===== src/rtl/fp_pkg.sv =====
// Shared fp32 types, constants and the IEEE-754 special-case classifier used at the issue stage.
// Pure types/functions; no timing or flow control of its own.
package fp_pkg;

  typedef struct packed {
    logic       sign;
    logic [7:0] exp;
    logic [22:0] mant;
  } fp32_t;

  localparam logic [31:0] FP_QNAN    = 32'h7FC0_0000;
  localparam logic [7:0]  FP_EXP_MAX = 8'hFF;

  typedef struct packed {
    logic  op;
    fp32_t a;
    fp32_t b;
  } fp_req_t;

  typedef struct packed {
    logic  special;
    fp32_t result;
  } fp_spec_t;

  // Exponent 0 counts as signed zero, so denormals are flushed before fp_12 ever sees them.
  function automatic fp_spec_t fp_classify(fp_req_t req);
    fp_spec_t r;
    logic     b_sign;
    logic     a_nan, b_nan, a_inf, b_inf, a_zero, b_zero;
    b_sign = req.b.sign ^ req.op;
    a_nan  = (req.a.exp == FP_EXP_MAX) && (req.a.mant != '0);
    b_nan  = (req.b.exp == FP_EXP_MAX) && (req.b.mant != '0);
    a_inf  = (req.a.exp == FP_EXP_MAX) && (req.a.mant == '0);
    b_inf  = (req.b.exp == FP_EXP_MAX) && (req.b.mant == '0);
    a_zero = (req.a.exp == 8'h00);
    b_zero = (req.b.exp == 8'h00);
    r.special = 1'b1;
    r.result  = FP_QNAN;
    if (a_nan || b_nan) begin
      r.result = FP_QNAN;
    end else if (a_inf && b_inf) begin
      r.result = (req.a.sign != b_sign) ? FP_QNAN : {req.a.sign, FP_EXP_MAX, 23'd0};
    end else if (a_inf) begin
      r.result = {req.a.sign, FP_EXP_MAX, 23'd0};
    end else if (b_inf) begin
      r.result = {b_sign, FP_EXP_MAX, 23'd0};
    end else if (a_zero && b_zero) begin
      r.result = {req.a.sign & b_sign, 31'd0};
    end else if (a_zero) begin
      r.result = {b_sign, req.b.exp, req.b.mant};
    end else if (b_zero) begin
      r.result = req.a;
    end else begin
      r.special = 1'b0;
      r.result  = '0;
    end
    return r;
  endfunction

endpackage


===== src/rtl/fp_req_fifo.sv =====
// Request FIFO holding {op, a, b, tag}; head visible combinationally, zero-cycle read.
// Push ignored when full, pop ignored when empty; simultaneous push/pop both honoured.
module fp_req_fifo
  import fp_pkg::*;
#(
  parameter int DEPTH = 4,
  parameter int TAG_W = 4
) (
  input  logic             clk,
  input  logic             rst,
  input  logic             push,
  input  fp_req_t          push_req,
  input  logic [TAG_W-1:0] push_tag,
  input  logic             pop,
  output logic             full,
  output logic             empty,
  output fp_req_t          head_req,
  output logic [TAG_W-1:0] head_tag
);

  localparam int AW = $clog2(DEPTH);

  typedef struct packed {
    fp_req_t          req;
    logic [TAG_W-1:0] tag;
  } entry_t;

  // Extra MSB on each pointer distinguishes full from empty when the index bits match.
  logic [AW:0] wr_ptr_q, wr_ptr_d;
  logic [AW:0] rd_ptr_q, rd_ptr_d;
  entry_t      mem_q [DEPTH];
  entry_t      mem_d [DEPTH];

  assign empty    = (wr_ptr_q == rd_ptr_q);
  assign full     = (wr_ptr_q[AW] != rd_ptr_q[AW]) && (wr_ptr_q[AW-1:0] == rd_ptr_q[AW-1:0]);
  assign head_req = mem_q[rd_ptr_q[AW-1:0]].req;
  assign head_tag = mem_q[rd_ptr_q[AW-1:0]].tag;

  always_comb begin
    mem_d    = mem_q;
    wr_ptr_d = wr_ptr_q;
    rd_ptr_d = rd_ptr_q;
    if (push && !full) begin
      mem_d[wr_ptr_q[AW-1:0]] = '{req: push_req, tag: push_tag};
      wr_ptr_d = wr_ptr_q + 1'b1;
    end
    if (pop && !empty) begin
      rd_ptr_d = rd_ptr_q + 1'b1;
    end
  end

  always_ff @(posedge clk or posedge rst) begin
    if (rst) begin
      wr_ptr_q <= '0;
      rd_ptr_q <= '0;
      for (int i = 0; i < DEPTH; i++) begin
        mem_q[i] <= '0;
      end
    end else begin
      wr_ptr_q <= wr_ptr_d;
      rd_ptr_q <= rd_ptr_d;
      mem_q    <= mem_d;
    end
  end

endmodule


===== src/rtl/fp_addsub_issue.sv =====
// Issue stage for fp_12: FIFO -> S1 (drives fp_12) -> S2 result reg; 2 edges accept-to-out_valid.
// in_ready = !fifo_full; S1/S2 hold on out_ready low, fp_* stable while stalled.
module fp_addsub_issue
  import fp_pkg::*;
#(
  parameter int DEPTH = 4,
  parameter int TAG_W = 4
) (
  input  logic             clk,
  input  logic             rst,
  input  logic             in_valid,
  output logic             in_ready,
  input  logic             in_op,
  input  logic [31:0]      in_a,
  input  logic [31:0]      in_b,
  input  logic [TAG_W-1:0] in_tag,
  output logic             fp_op,
  output logic [31:0]      fp_a,
  output logic [31:0]      fp_b,
  input  logic [31:0]      fp_c,
  output logic             out_valid,
  input  logic             out_ready,
  output logic [31:0]      out_result,
  output logic [TAG_W-1:0] out_tag,
  output logic             out_special
);

  logic             fifo_full, fifo_empty;
  logic             fifo_push, fifo_pop;
  fp_req_t          push_req, head_req;
  logic [TAG_W-1:0] head_tag;
  fp_spec_t         head_spec;
  logic             s1_load, s2_load;

  logic             s1_valid_q, s1_valid_d;
  logic             fp_op_q, fp_op_d;
  fp32_t            fp_a_q, fp_a_d;
  fp32_t            fp_b_q, fp_b_d;
  logic [TAG_W-1:0] s1_tag_q, s1_tag_d;
  fp_spec_t         s1_spec_q, s1_spec_d;

  logic             out_valid_q, out_valid_d;
  logic [31:0]      out_result_q, out_result_d;
  logic [TAG_W-1:0] out_tag_q, out_tag_d;
  logic             out_special_q, out_special_d;

  assign push_req  = {in_op, in_a, in_b};
  assign in_ready  = !fifo_full;
  assign fifo_push = in_valid && !fifo_full;
  assign fifo_pop  = s1_load;

  fp_req_fifo #(
    .DEPTH(DEPTH),
    .TAG_W(TAG_W)
  ) u_fifo (
    .clk      (clk),
    .rst      (rst),
    .push     (fifo_push),
    .push_req (push_req),
    .push_tag (in_tag),
    .pop      (fifo_pop),
    .full     (fifo_full),
    .empty    (fifo_empty),
    .head_req (head_req),
    .head_tag (head_tag)
  );

  assign head_spec = fp_classify(head_req);

  assign s2_load = (!out_valid_q || out_ready) && s1_valid_q;
  assign s1_load = (!s1_valid_q || s2_load) && !fifo_empty;

  always_comb begin
    s1_valid_d = s1_valid_q;
    fp_op_d    = fp_op_q;
    fp_a_d     = fp_a_q;
    fp_b_d     = fp_b_q;
    s1_tag_d   = s1_tag_q;
    s1_spec_d  = s1_spec_q;
    if (s1_load) begin
      s1_valid_d = 1'b1;
      fp_op_d    = head_req.op;
      fp_a_d     = head_req.a;
      fp_b_d     = head_req.b;
      s1_tag_d   = head_tag;
      s1_spec_d  = head_spec;
    end else if (s2_load) begin
      s1_valid_d = 1'b0;
    end
  end

  // fp_c is only trusted when S1 did not already resolve the result itself.
  always_comb begin
    out_valid_d   = out_valid_q;
    out_result_d  = out_result_q;
    out_tag_d     = out_tag_q;
    out_special_d = out_special_q;
    if (s2_load) begin
      out_valid_d   = 1'b1;
      out_result_d  = s1_spec_q.special ? s1_spec_q.result : fp_c;
      out_tag_d     = s1_tag_q;
      out_special_d = s1_spec_q.special;
    end else if (out_ready) begin
      out_valid_d = 1'b0;
    end
  end

  always_ff @(posedge clk or posedge rst) begin
    if (rst) begin
      s1_valid_q    <= 1'b0;
      fp_op_q       <= 1'b0;
      fp_a_q        <= '0;
      fp_b_q        <= '0;
      s1_tag_q      <= '0;
      s1_spec_q     <= '0;
      out_valid_q   <= 1'b0;
      out_result_q  <= '0;
      out_tag_q     <= '0;
      out_special_q <= 1'b0;
    end else begin
      s1_valid_q    <= s1_valid_d;
      fp_op_q       <= fp_op_d;
      fp_a_q        <= fp_a_d;
      fp_b_q        <= fp_b_d;
      s1_tag_q      <= s1_tag_d;
      s1_spec_q     <= s1_spec_d;
      out_valid_q   <= out_valid_d;
      out_result_q  <= out_result_d;
      out_tag_q     <= out_tag_d;
      out_special_q <= out_special_d;
    end
  end

  assign fp_op       = fp_op_q;
  assign fp_a        = fp_a_q;
  assign fp_b        = fp_b_q;
  assign out_valid   = out_valid_q;
  assign out_result  = out_result_q;
  assign out_tag     = out_tag_q;
  assign out_special = out_special_q;

endmodule


===== config.mk =====
export PLATFORM = sky130hd
export DESIGN_NAME = fp_addsub_issue
export DESIGN_NICKNAME = d
export VERILOG_FILES = /design/src/rtl/fp_pkg.sv /design/src/rtl/fp_req_fifo.sv /design/src/rtl/fp_addsub_issue.sv
export SDC_FILE = /design/constraint.sdc
export NUM_CORES = 1
export LEC_CHECK = 0
export CAP_MARGIN = 40
export CORE_ASPECT_RATIO = 1.25
export CORE_MARGIN = 2
export CORE_UTILIZATION = 55
export CTS_CLUSTER_SIZE = 28
export DETAILED_ROUTE_END_ITERATION = 6
export GPL_TIMING_DRIVEN = 0
export PLACE_DENSITY = 0.78
export SYNTH_ARGS = -nofsm -noshare
export SYNTH_HDL_FRONTEND = slang
export SYNTH_SLANG_ARGS = --single-unit

===== constraint.sdc =====
create_clock -name clk -period 34.4 [get_ports clk]
set_input_delay 6.88 -clock clk [delete_from_list [all_inputs] [get_ports clk]]
set_output_delay 6.88 -clock clk [all_outputs]
set_load 0.01 [all_outputs]

==> reports/qor.csv, run 1 <==
metric,value,unit
status,completed,
start_util,55.9,%
numCtsBuffers,41,
fin_nets,1686,
placed_cells,1950,
cts_setup_buffers,0,
cts_tree,yes,
min_path_type,flop to flop,
drtIter0Drc,1002,
setup_tns,0,ns
grt_pass1_vias,12900,
dp.final_hpwl,34400,µm
synth_area,0.0183,mm²
startpoint,u_fifo.rd_ptr_q[1]$_DFFE_PP0P_,
worstPathMaxFanout,10,
worstMarginPinSlew,0.832,ns
clock_latency,0.54,ns
postCtsResizedCells,0,
critical_path_class,flop to output port,
cts_sinks,423,
multi_input_area,0.00725,mm²
place.gp.congestion,0.899,
syn_nets,1432,
setup_ws,25.00,ns
antenna_cells,0,
antenna_found_initial,0,
hp-start,fp_b[12]$_DFFE_PP0P_,
grt_pass1_wl,74100,µm
reg2reg_from,u_fifo.rd_ptr_q[1]$_DFFE_PP0P_,
synthTopCellsByCount,"dfrtp_1 (423), mux2_2 (281), nand2_1 (261)",
synth.most_common_cell,dfrtp_1,
post-place-ws,25.12,ns
core-area,0.0327,mm²
ir_worst_vdd,0.0550,mV
ys_types,43,
slowest_delay,0.56,ns
p_leak,9.74,nW
detail_route.first_pass.iterations,7,
routed_wl,47300,µm
rsz0062_at_grt,no,
die_w,167,µm
dieHeight,208,µm
cap_violations,0,
synth_edf_count,0,
fin_cells,2019,
syn_inst,1321,
port_buffers,208,
start_kind,flop,
grt_overflow,0,
vias,12000,
drt-vias-per-instance,5.96,
ios,209,
grt.total_usage,27.7,%
row_count,74,
wl_per_cell,23.4,µm
cts.clk_slew.worst_paths,0.06,ns
fill_cells,2282,
synthTopCellsByArea,"dfrtp_1 (58%), mux2_2 (17%), mux4_2 (7.4%)",
cp.required,27.52,ns
htreeDepth,2,
yosysTopAreaCell,dfrtp_1,
arrival,2.52,ns
ys_warn_count,0,
setup_viol,0,
utilization,68.1,%
timing.final.crit_share,27.3,%
max_freq,106,MHz
dieArea,0.0347,mm²
detail-route-antenna-nets,0,
async_flop_share,100,%
postSynthAreaPerCell,13.8,µm²
synth_top_flop_cell,dfrtp_1,
drive_gt1_share,26.9,%
yosysTopAreaCellShare,58.0,%
slew_violations,0,
syn2layout_area_growth,21.9,%
synth_seq_area_share,58.0,%
cp_slowest_cell,clkdlybuf4s50_1,
relSlewSlack,44.5,%
clk_path_buf_depth,3,
seqCellArea,0.0106,mm²
endpoint_kind,output port,
power.density,109,mW/mm²
root_buffer,clkbuf_16,
drc,0,
fin_skew,0.0174,ns
worstPathCellList,buf_4 > buf_6 > buf_6 > xor2_1 > nor2_1 > nand2_1 > clkdlybuf4s50_1,
cpMostUsedCell,buf_6,
holdBufCountCts,0,
hold_violations,0,
grt_max_degree,130,
layout_min_cycle_time,9.40,ns
ys_ff_latch,423,
power breakdown:
group	internal [mW]	total [mW]	leakage, nW	switching [mW]
registers	0.745	0.874	5.13	0.129
clock network	0.259	0.444	0.638	0.185
logic	0.523	1.10	3.97	0.577
layout by cell type, fill, tap and decap left out, types with 2 or more instances in the layout:
cell type / count
dfrtp_1: 423
mux2_2: 281
nand2_1: 261
clkdlybuf4s50_1: 208
mux4_2: 60
a22o_1: 42
clkbuf_16: 41
clkbuf_1: 40
o21ai_0: 34
mux2i_1: 32
buf_1: 30
buf_2: 14
nor4_1: 13
nor2_1: 9
mux4_1: 9
o22a_1: 9
o21a_1: 8
clkbuf_8: 8
nand4_1: 7
ha_1: 6
xor2_1: 4
buf_6: 4
buf_4: 4
nor3_1: 4
inv_1: 4
xnor2_1: 4
clkinv_2: 4
nand2b_1: 3
a21oi_1: 3
bufinv_16: 3
buf_16: 3
buf_12: 2
and2_1: 2
or2_2: 2
nand3_1: 2
o31ai_1: 2
registers in the layout, summed over array words and instances (netlist names):
name	flops
u_fifo.wr_ptr_q	3
s1_tag_q	4
out_valid	1
s1_spec_q	33
fp_op	1
u_fifo.rd_ptr_q	3
out_tag	4
out_special	1
u_fifo.mem_q	276
fp_b	32
fp_a	32
out_result	32
s1_valid_q	1
final timing paths:
path | slack (ns) | end | depth (start not counted)
setup / recovery | 25.00 | in_ready | 7
hold / removal | 0.47 | fp_b[12]$_DFFE_PP0P_ | 2
setup reg to reg | 30.66 | s1_spec_q[22]$_DFFE_PP0P_ | 10
hold reg to reg | 0.47 | fp_b[12]$_DFFE_PP0P_ | 2
max in group asynchronous | 26.07 | u_fifo.mem_q[158]$_DFFE_PP0P_ | 4
min in group asynchronous | 6.76 | fp_a[27]$_DFFE_PP0P_ | 2
metal layers:
layer  global-route usage [%]  vias to the layer above  part of all wire (%)
met5                        0                        -                     0
met4                     12.4                        0                   4.6
met3                     4.44                      121                   5.8
met2                     45.7                      447                    49
met1                     36.4                     6211                    41
li1                         -                     5246                     -
worst max-delay path: cells and delay by family, from the launching register on:
family	cells	cell delay, ns
buffers and inverters	4	1.20
and+or+nand+nor	2	0.21
xor gates and xnor gates	1	0.21
DFF	1	0.35
cell type report:
type / instances / share of cell area (%)
inverter: 5 / 0.118
clock buffer: 60 / 5.29
clock inverter: 9 / 0.568
multi-input combinational: 810 / 32.6
tap: 418 / 2.35
buffer: 83 / 1.83
sequential: 423 / 47.6
timing repair buffer: 211 / 9.72
stage by stage:
step	total power [mW]	cell area [µm²]	hold WS, ns
floorplan	1.54	18300	0.442
global placement	1.92	20900	0.459
detailed placement	1.97	21000	0.462
CTS	2.42	22300	0.477
global route	2.54	22300	0.503
finish	2.42	22300	0.473
cell families after synthesis:
family,count (synthesis),share of synthesized area [%]
compound gates,106,4.28
simple gates,308,6.86
xor+xnor,8,0.384
flops,423,58.0
buf+inv,88,2.33
mux,382,27.8
fa+ha+maj,6,0.411
(Power assumes the default switching activity.)
==> run 2: changes to the inputs <==
--- a/config.mk
+++ b/config.mk
@@ -8,11 +8,11 @@
 export CAP_MARGIN = 40
 export CORE_ASPECT_RATIO = 1.25
 export CORE_MARGIN = 2
-export CORE_UTILIZATION = 55
+export CORE_UTILIZATION = 51
 export CTS_CLUSTER_SIZE = 28
 export DETAILED_ROUTE_END_ITERATION = 6
 export GPL_TIMING_DRIVEN = 0
-export PLACE_DENSITY = 0.78
+export PLACE_DENSITY = 0.76
 export SYNTH_ARGS = -nofsm -noshare
 export SYNTH_HDL_FRONTEND = slang
 export SYNTH_SLANG_ARGS = --single-unit
==> constraint.sdc (replaced) <==
create_clock -name clk -period 8.5 [get_ports clk]
set_input_delay 1.7 -clock clk [delete_from_list [all_inputs] [get_ports clk]]
set_output_delay 1.7 -clock clk [all_outputs]
set_load 0.01 [all_outputs]
==> reports/qor.csv, run 2 (same netlist as run 1, synthesis figures left out) <==
metric,value,unit,change
status,completed,,unchanged
fin_skew,0.0169,ns,was 0.0174 ns
cap_violations,0,,unchanged
max_freq,238,MHz,
clock_latency,0.55,ns,was 0.54 ns
drive_gt1_share,27.6,%,was 26.9%
grt.total_usage,26.4,%,was 27.7%
hold_depth,2,,unchanged
grt_overflow,0,,unchanged
relSlewSlack,40.7,%,was 44.5%
setup_viol,0,,unchanged
dr.max_layer_used,met4,,unchanged
place.gp.congestion,0.936,,was 0.899
die_w,173,µm,was 167 µm
wl_met3,2550,µm,was 2750 µm
fin_cells,2089,,was 2019
ff2ff_setup_slack,4.79,ns,was 30.66 ns
reg_top3,"u_fifo.mem_q x276, s1_spec_q x33",,unchanged
cts_tree,yes,,unchanged
rsz0062_at_grt,no,,unchanged
numCtsBuffers,41,,unchanged
cts_setup_buffers,0,,unchanged
worstMarginPinSlew,0.890,ns,was 0.832 ns
start_util,51.6,%,was 55.9%
drc,0,,unchanged
ir_worst_vdd,0.259,mV,was 0.0550 mV
htreeDepth,2,,unchanged
detail_route.first_pass.iterations,6,,was 7
drtIter0Drc,896,,was 1002
postCtsResizedCells,0,,unchanged
endpoint_kind,output port,,unchanged
placed_cells,2014,,was 1950
rr_endpoint,s1_spec_q[22]$_DFFE_PP0P_,,unchanged
setup_tns,0,ns,unchanged
vias,12100,,was 12000
dieHeight,216,µm,was 208 µm
root_buffer,clkbuf_16,,unchanged
grt_max_degree,42,,was 130
port_buffers,208,,unchanged
drt-vias-per-instance,5.79,,was 5.96
timing.final.crit_share,49.5,%,
ios,209,,unchanged
critical_path_class,flop to output port,,unchanged
grt_pass1_wl,75500,µm,was 74100 µm
p_leak,9.83,nW,was 9.74 nW
reg2reg_from,u_fifo.rd_ptr_q[1]$_DFFE_PP0P_,,unchanged
wl_met1,20200,µm,was 19300 µm
slew_violations,0,,unchanged
dieArea,0.0373,mm²,was 0.0347 mm²
core-area,0.0354,mm²,was 0.0327 mm²
hold_violations,0,,unchanged
syn2layout_area_growth,23.3,%,was 21.9%
wl_per_cell,23.2,µm,was 23.4 µm
top_register,u_fifo.mem_q,,unchanged
start_kind,flop,,unchanged
clk_path_buf_depth,3,,unchanged
cts_sinks,423,,unchanged
cts.clk_slew.worst_paths,0.06,ns,about the same
layout_commonest_cell,dfrtp_1,,unchanged
setup_ws,4.29,ns,was 25.00 ns
p_total,9.83,mW,was 2.42 mW
rr_worst_depth,10,,unchanged
largest_register_ffs,276,,unchanged
wl_met2,23900,µm,was 23000 µm
worstPathMaxFanout,10,,unchanged
arrival,2.51,ns,was 2.52 ns
cp.required,6.80,ns,was 27.52 ns
fin_nets,1694,,was 1686
antenna_found_initial,1,,was 0
layout_min_cycle_time,4.21,ns,
min_path_type,flop to flop,,unchanged
row_count,77,,was 74
power.density,436,mW/mm²,was 109 mW/mm²
min_to,s1_tag_q[2]$_DFFE_PP0P_,,was fp_b[12]$_DFFE_PP0P_
final_cell_mix,"dfrtp_1 (423), mux2_2 (281), nand2_1 (261)",,unchanged
post-place-ws,4.29,ns,was 25.12 ns
detail-route-antenna-nets,0,,unchanged
dp.final_hpwl,35700,µm,was 34400 µm
grt_pass1_vias,12700,,was 12900
hp-start,s1_tag_q[2]$_DFFE_PP0P_,,was fp_b[12]$_DFFE_PP0P_
holdBufCountCts,0,,unchanged
fin_hold_ws,0.475,ns,was 0.473 ns
routed_wl,48400,µm,was 47300 µm
-- run 2: worst max-delay path, stage by stage, from the launching register on --
cell,delay [ns]
dfrtp_1,0.37
buf_4,0.23
buf_6,0.22
buf_6,0.21
xor2_1,0.20
nor2_1,0.06
nand2_1,0.13
clkdlybuf4s50_1,0.56
-- run 2: power by group --
| group | internal [mW] | total, mW | leakage [nW] | switching [mW] |
|---|---|---|---|---|
| registers | 3.01 | 3.52 | 5.13 | 0.505 |
| logic | 2.12 | 4.49 | 4.03 | 2.36 |
| clock network | 1.06 | 1.82 | 0.666 | 0.768 |
| total | 6.19 | 9.83 | 9.83 | 3.64 |
-- run 2: routing by layer --
layer / vias up / global-route usage (%)
met3: 100 / 4.23
li1: 5262 / -
met4: 0 / 10.3
met1: 6302 / 35.4
met5: - / 0
met2: 424 / 43.6
-- run 2: how the worst max path moves through the flow --
stage	depth (start not counted)	from	endpoint	slack, ns
6_report	7	u_fifo.rd_ptr_q[1]$_DFFE_PP0P_	in_ready	4.29
5_1_grt	7	u_fifo.rd_ptr_q[1]$_DFFE_PP0P_	in_ready	4.19
4_1_cts	7	u_fifo.rd_ptr_q[1]$_DFFE_PP0P_	in_ready	4.27
3_5_place_dp	8	rst	u_fifo.mem_q[121]$_DFFE_PP0P_	4.29
3_3_place_gp	2	rst	u_fifo.mem_q[0]$_DFFE_PP0P_	-1.30
2_1_floorplan	1	rst	fp_a[0]$_DFFE_PP0P_	1.09
-- run 2: final cells by class --
| class | count | area, µm² |
|---|---|---|
| repair buffers | 219 | 2300 |
| multi-input cells | 810 | 7250 |
| diodes | 1 | 2.50 |
| flip-flops and latches | 423 | 10600 |
| clock inverters | 11 | 96.3 |
| fillers | 2654 | 12800 |
| plain buffers | 83 | 407 |
| well taps | 474 | 593 |
| clock buffers | 63 | 1260 |
| inverters | 5 | 22.5 |
-- run 2: through the flow --
step                      cell area, µm²  utilization (%)
after floorplan                    18300                -
after global placement             20900             59.2
after detailed placement           21200             59.8
after CTS                          22500             63.7
after global routing               22500             63.7
final                              22500             63.7
==> run 3: changes to the inputs <==
==> constraint.sdc (replaced) <==
create_clock -name clk -period 3.75 [get_ports clk]
set_input_delay 0.75 -clock clk [delete_from_list [all_inputs] [get_ports clk]]
set_output_delay 0.75 -clock clk [all_outputs]
set_load 0.01 [all_outputs]
==> reports/qor.csv, run 3 (same netlist as run 1, synthesis figures left out) <==
metric,value,unit,change
hold_violations,0,,unchanged
row_count,77,,unchanged
critical_path_class,flop to flop,,was flop to output port
grt_pass1_vias,12700,,about the same
post-place-ws,0.143,ns,was 4.29 ns
cts.clk_slew.worst_paths,0.06,ns,about the same
reg_top3,"u_fifo.mem_q x276, s1_spec_q x33",,unchanged
cp.required,4.24,ns,was 6.80 ns
grt_max_degree,42,,unchanged
slew_violations,0,,unchanged
dieArea,0.0373,mm²,unchanged
dpl-instance-area,0.0212,mm²,unchanged
rsz0062_at_grt,no,,unchanged
start_kind,flop,,unchanged
port_buffers,208,,unchanged
dp.final_hpwl,35700,µm,unchanged
detail_route.first_pass.iterations,5,,was 6
die_w,173,µm,unchanged
root_buffer,clkbuf_16,,unchanged
reg2reg_from,u_fifo.rd_ptr_q[1]$_DFFE_PP0P_,,unchanged
p_sw_share,36.9,%,was 37.0%
grt_overflow,0,,unchanged
setup_ws,0.154,ns,was 4.29 ns
min_path_type,flop to flop,,unchanged
startpoint,u_fifo.rd_ptr_q[1]$_DFFE_PP0P_,,unchanged
drtIter0Drc,977,,was 896
arrival,4.08,ns,was 2.51 ns
setup_tns,0,ns,unchanged
p_leak,9.83,nW,about the same
core-area,0.0354,mm²,unchanged
wl_per_cell,23.1,µm,was 23.2 µm
internal_power,14.0,mW,was 6.19 mW
worstPathMaxFanout,19,,was 10
ios,209,,unchanged
grt.total_usage,26.4,%,unchanged
top_register,u_fifo.mem_q,,unchanged
postCtsResizedCells,0,,unchanged
htreeDepth,2,,unchanged
dieHeight,216,µm,unchanged
placed_cells,2014,,unchanged
worstMarginPinSlew,0.800,ns,was 0.890 ns
syn2layout_area_growth,23.3,%,about the same
switchingPower,8.22,mW,was 3.64 mW
cts_tree,yes,,unchanged
cap_violations,0,,unchanged
final_cell_mix,"dfrtp_1 (423), mux2_2 (281), nand2_1 (261)",,unchanged
cts_sinks,423,,unchanged
place.gp.congestion,0.936,,unchanged
timing.final.crit_share,95.9,%,
fin_nets,1693,,was 1694
start_util,51.6,%,unchanged
cts_setup_buffers,0,,unchanged
fin_cells,2088,,was 2089
pwr-share-clk,18.6,%,about the same
layout_commonest_cell,dfrtp_1,,unchanged
largest_register_ffs,276,,unchanged
fin_hold_ws,0.475,ns,about the same
status,completed,,unchanged
antenna_found_initial,1,,unchanged
layout_min_cycle_time,3.60,ns,
postLayoutCellArea,0.0225,mm²,about the same
drc,0,,unchanged
drt-vias-per-instance,5.77,,was 5.79
power.density,988,mW/mm²,was 436 mW/mm²
routed_wl,48300,µm,was 48400 µm
detail-route-antenna-nets,0,,unchanged
holdBufCountCts,0,,unchanged
drive_gt1_share,27.7,%,was 27.6%
seq_power_share,35.8,%,about the same
vias,12100,,about the same
numCtsBuffers,41,,unchanged
max_freq,278,MHz,
relSlewSlack,46.6,%,was 40.7%
ir_worst_vdd,0.586,mV,was 0.259 mV
combPwrFrac,45.6,%,was 45.7%
endpoint_kind,flop,,was output port
setup_viol,0,,unchanged
grt_pass1_wl,75400,µm,was 75500 µm
clock_latency,0.55,ns,about the same
ff2ff_setup_slack,0.15,ns,was 4.79 ns
fin_skew,0.0144,ns,was 0.0169 ns
clk_path_buf_depth,3,,unchanged
hp-start,s1_tag_q[2]$_DFFE_PP0P_,,unchanged
==> run 3: cell count changes in the layout (fill, tap and decap cells not counted), sizes merged <==
cell  delta
buf      -1
==> run 3: cell type report <==
cell class / count / area, µm²
multi-input cells: 810 / 7250
clock inverters: 11 / 96.3
clock buffers: 63 / 1260
inverters: 5 / 22.5
plain buffers: 82 / 404
repair buffers: 219 / 2300
fillers: 2653 / 12800
well taps: 474 / 593
diodes: 1 / 2.50
flip-flops and latches: 423 / 10600
==> run 3: final timing paths <==
path / to / cells past startpoint
min: s1_tag_q[2]$_DFFE_PP0P_ / 2
max in group asynchronous: u_fifo.mem_q[121]$_DFFE_PP0P_ / 8
min in group asynchronous: out_result[28]$_DFFE_PP0P_ / 2
max: s1_spec_q[22]$_DFFE_PP0P_ / 10
min reg2reg: s1_tag_q[2]$_DFFE_PP0P_ / 2
max reg2reg: s1_spec_q[22]$_DFFE_PP0P_ / 10
==> run 3: power groups by stage <==
stage	sequential, mW	combinational (mW)	clock (mW)
finish	7.97	10.2	4.13
global route	8.18	10.8	4.37
CTS	7.94	10.1	4.18
detailed placement	8.01	10.1	0
global placement	7.89	9.77	0
floorplan	7.91	6.20	0
==> run 3: per-layer routing <==
layer / vias to the layer above / share of wire, % / global-route usage (%)
li1: 5272 / - / -
met1: 6276 / 42 / 35.4
met2: 411 / 49 / 43.6
met3: 98 / 5.1 / 4.19
met4: 0 / 3.6 / 10.2
met5: - / 0 / 0
==> run 3: through the flow <==
stage	power [mW]	utilization [%]
after floorplan	14.1	-
after global placement	17.7	59.2
after detailed placement	18.1	59.8
after CTS	22.2	63.7
after global routing	23.4	63.7
final	22.3	63.7
==> run 3: worst max-delay path: stages, from the launching register on <==
cell and delay [ns]:
dfrtp_1 0.36, buf_4 0.22, buf_6 0.22, buf_6 0.29, buf_2 0.36, mux4_1 0.48, nor4_1 0.41, nand4_1 0.29
or3_1 0.47, o311ai_2 0.25, o22a_1 0.18
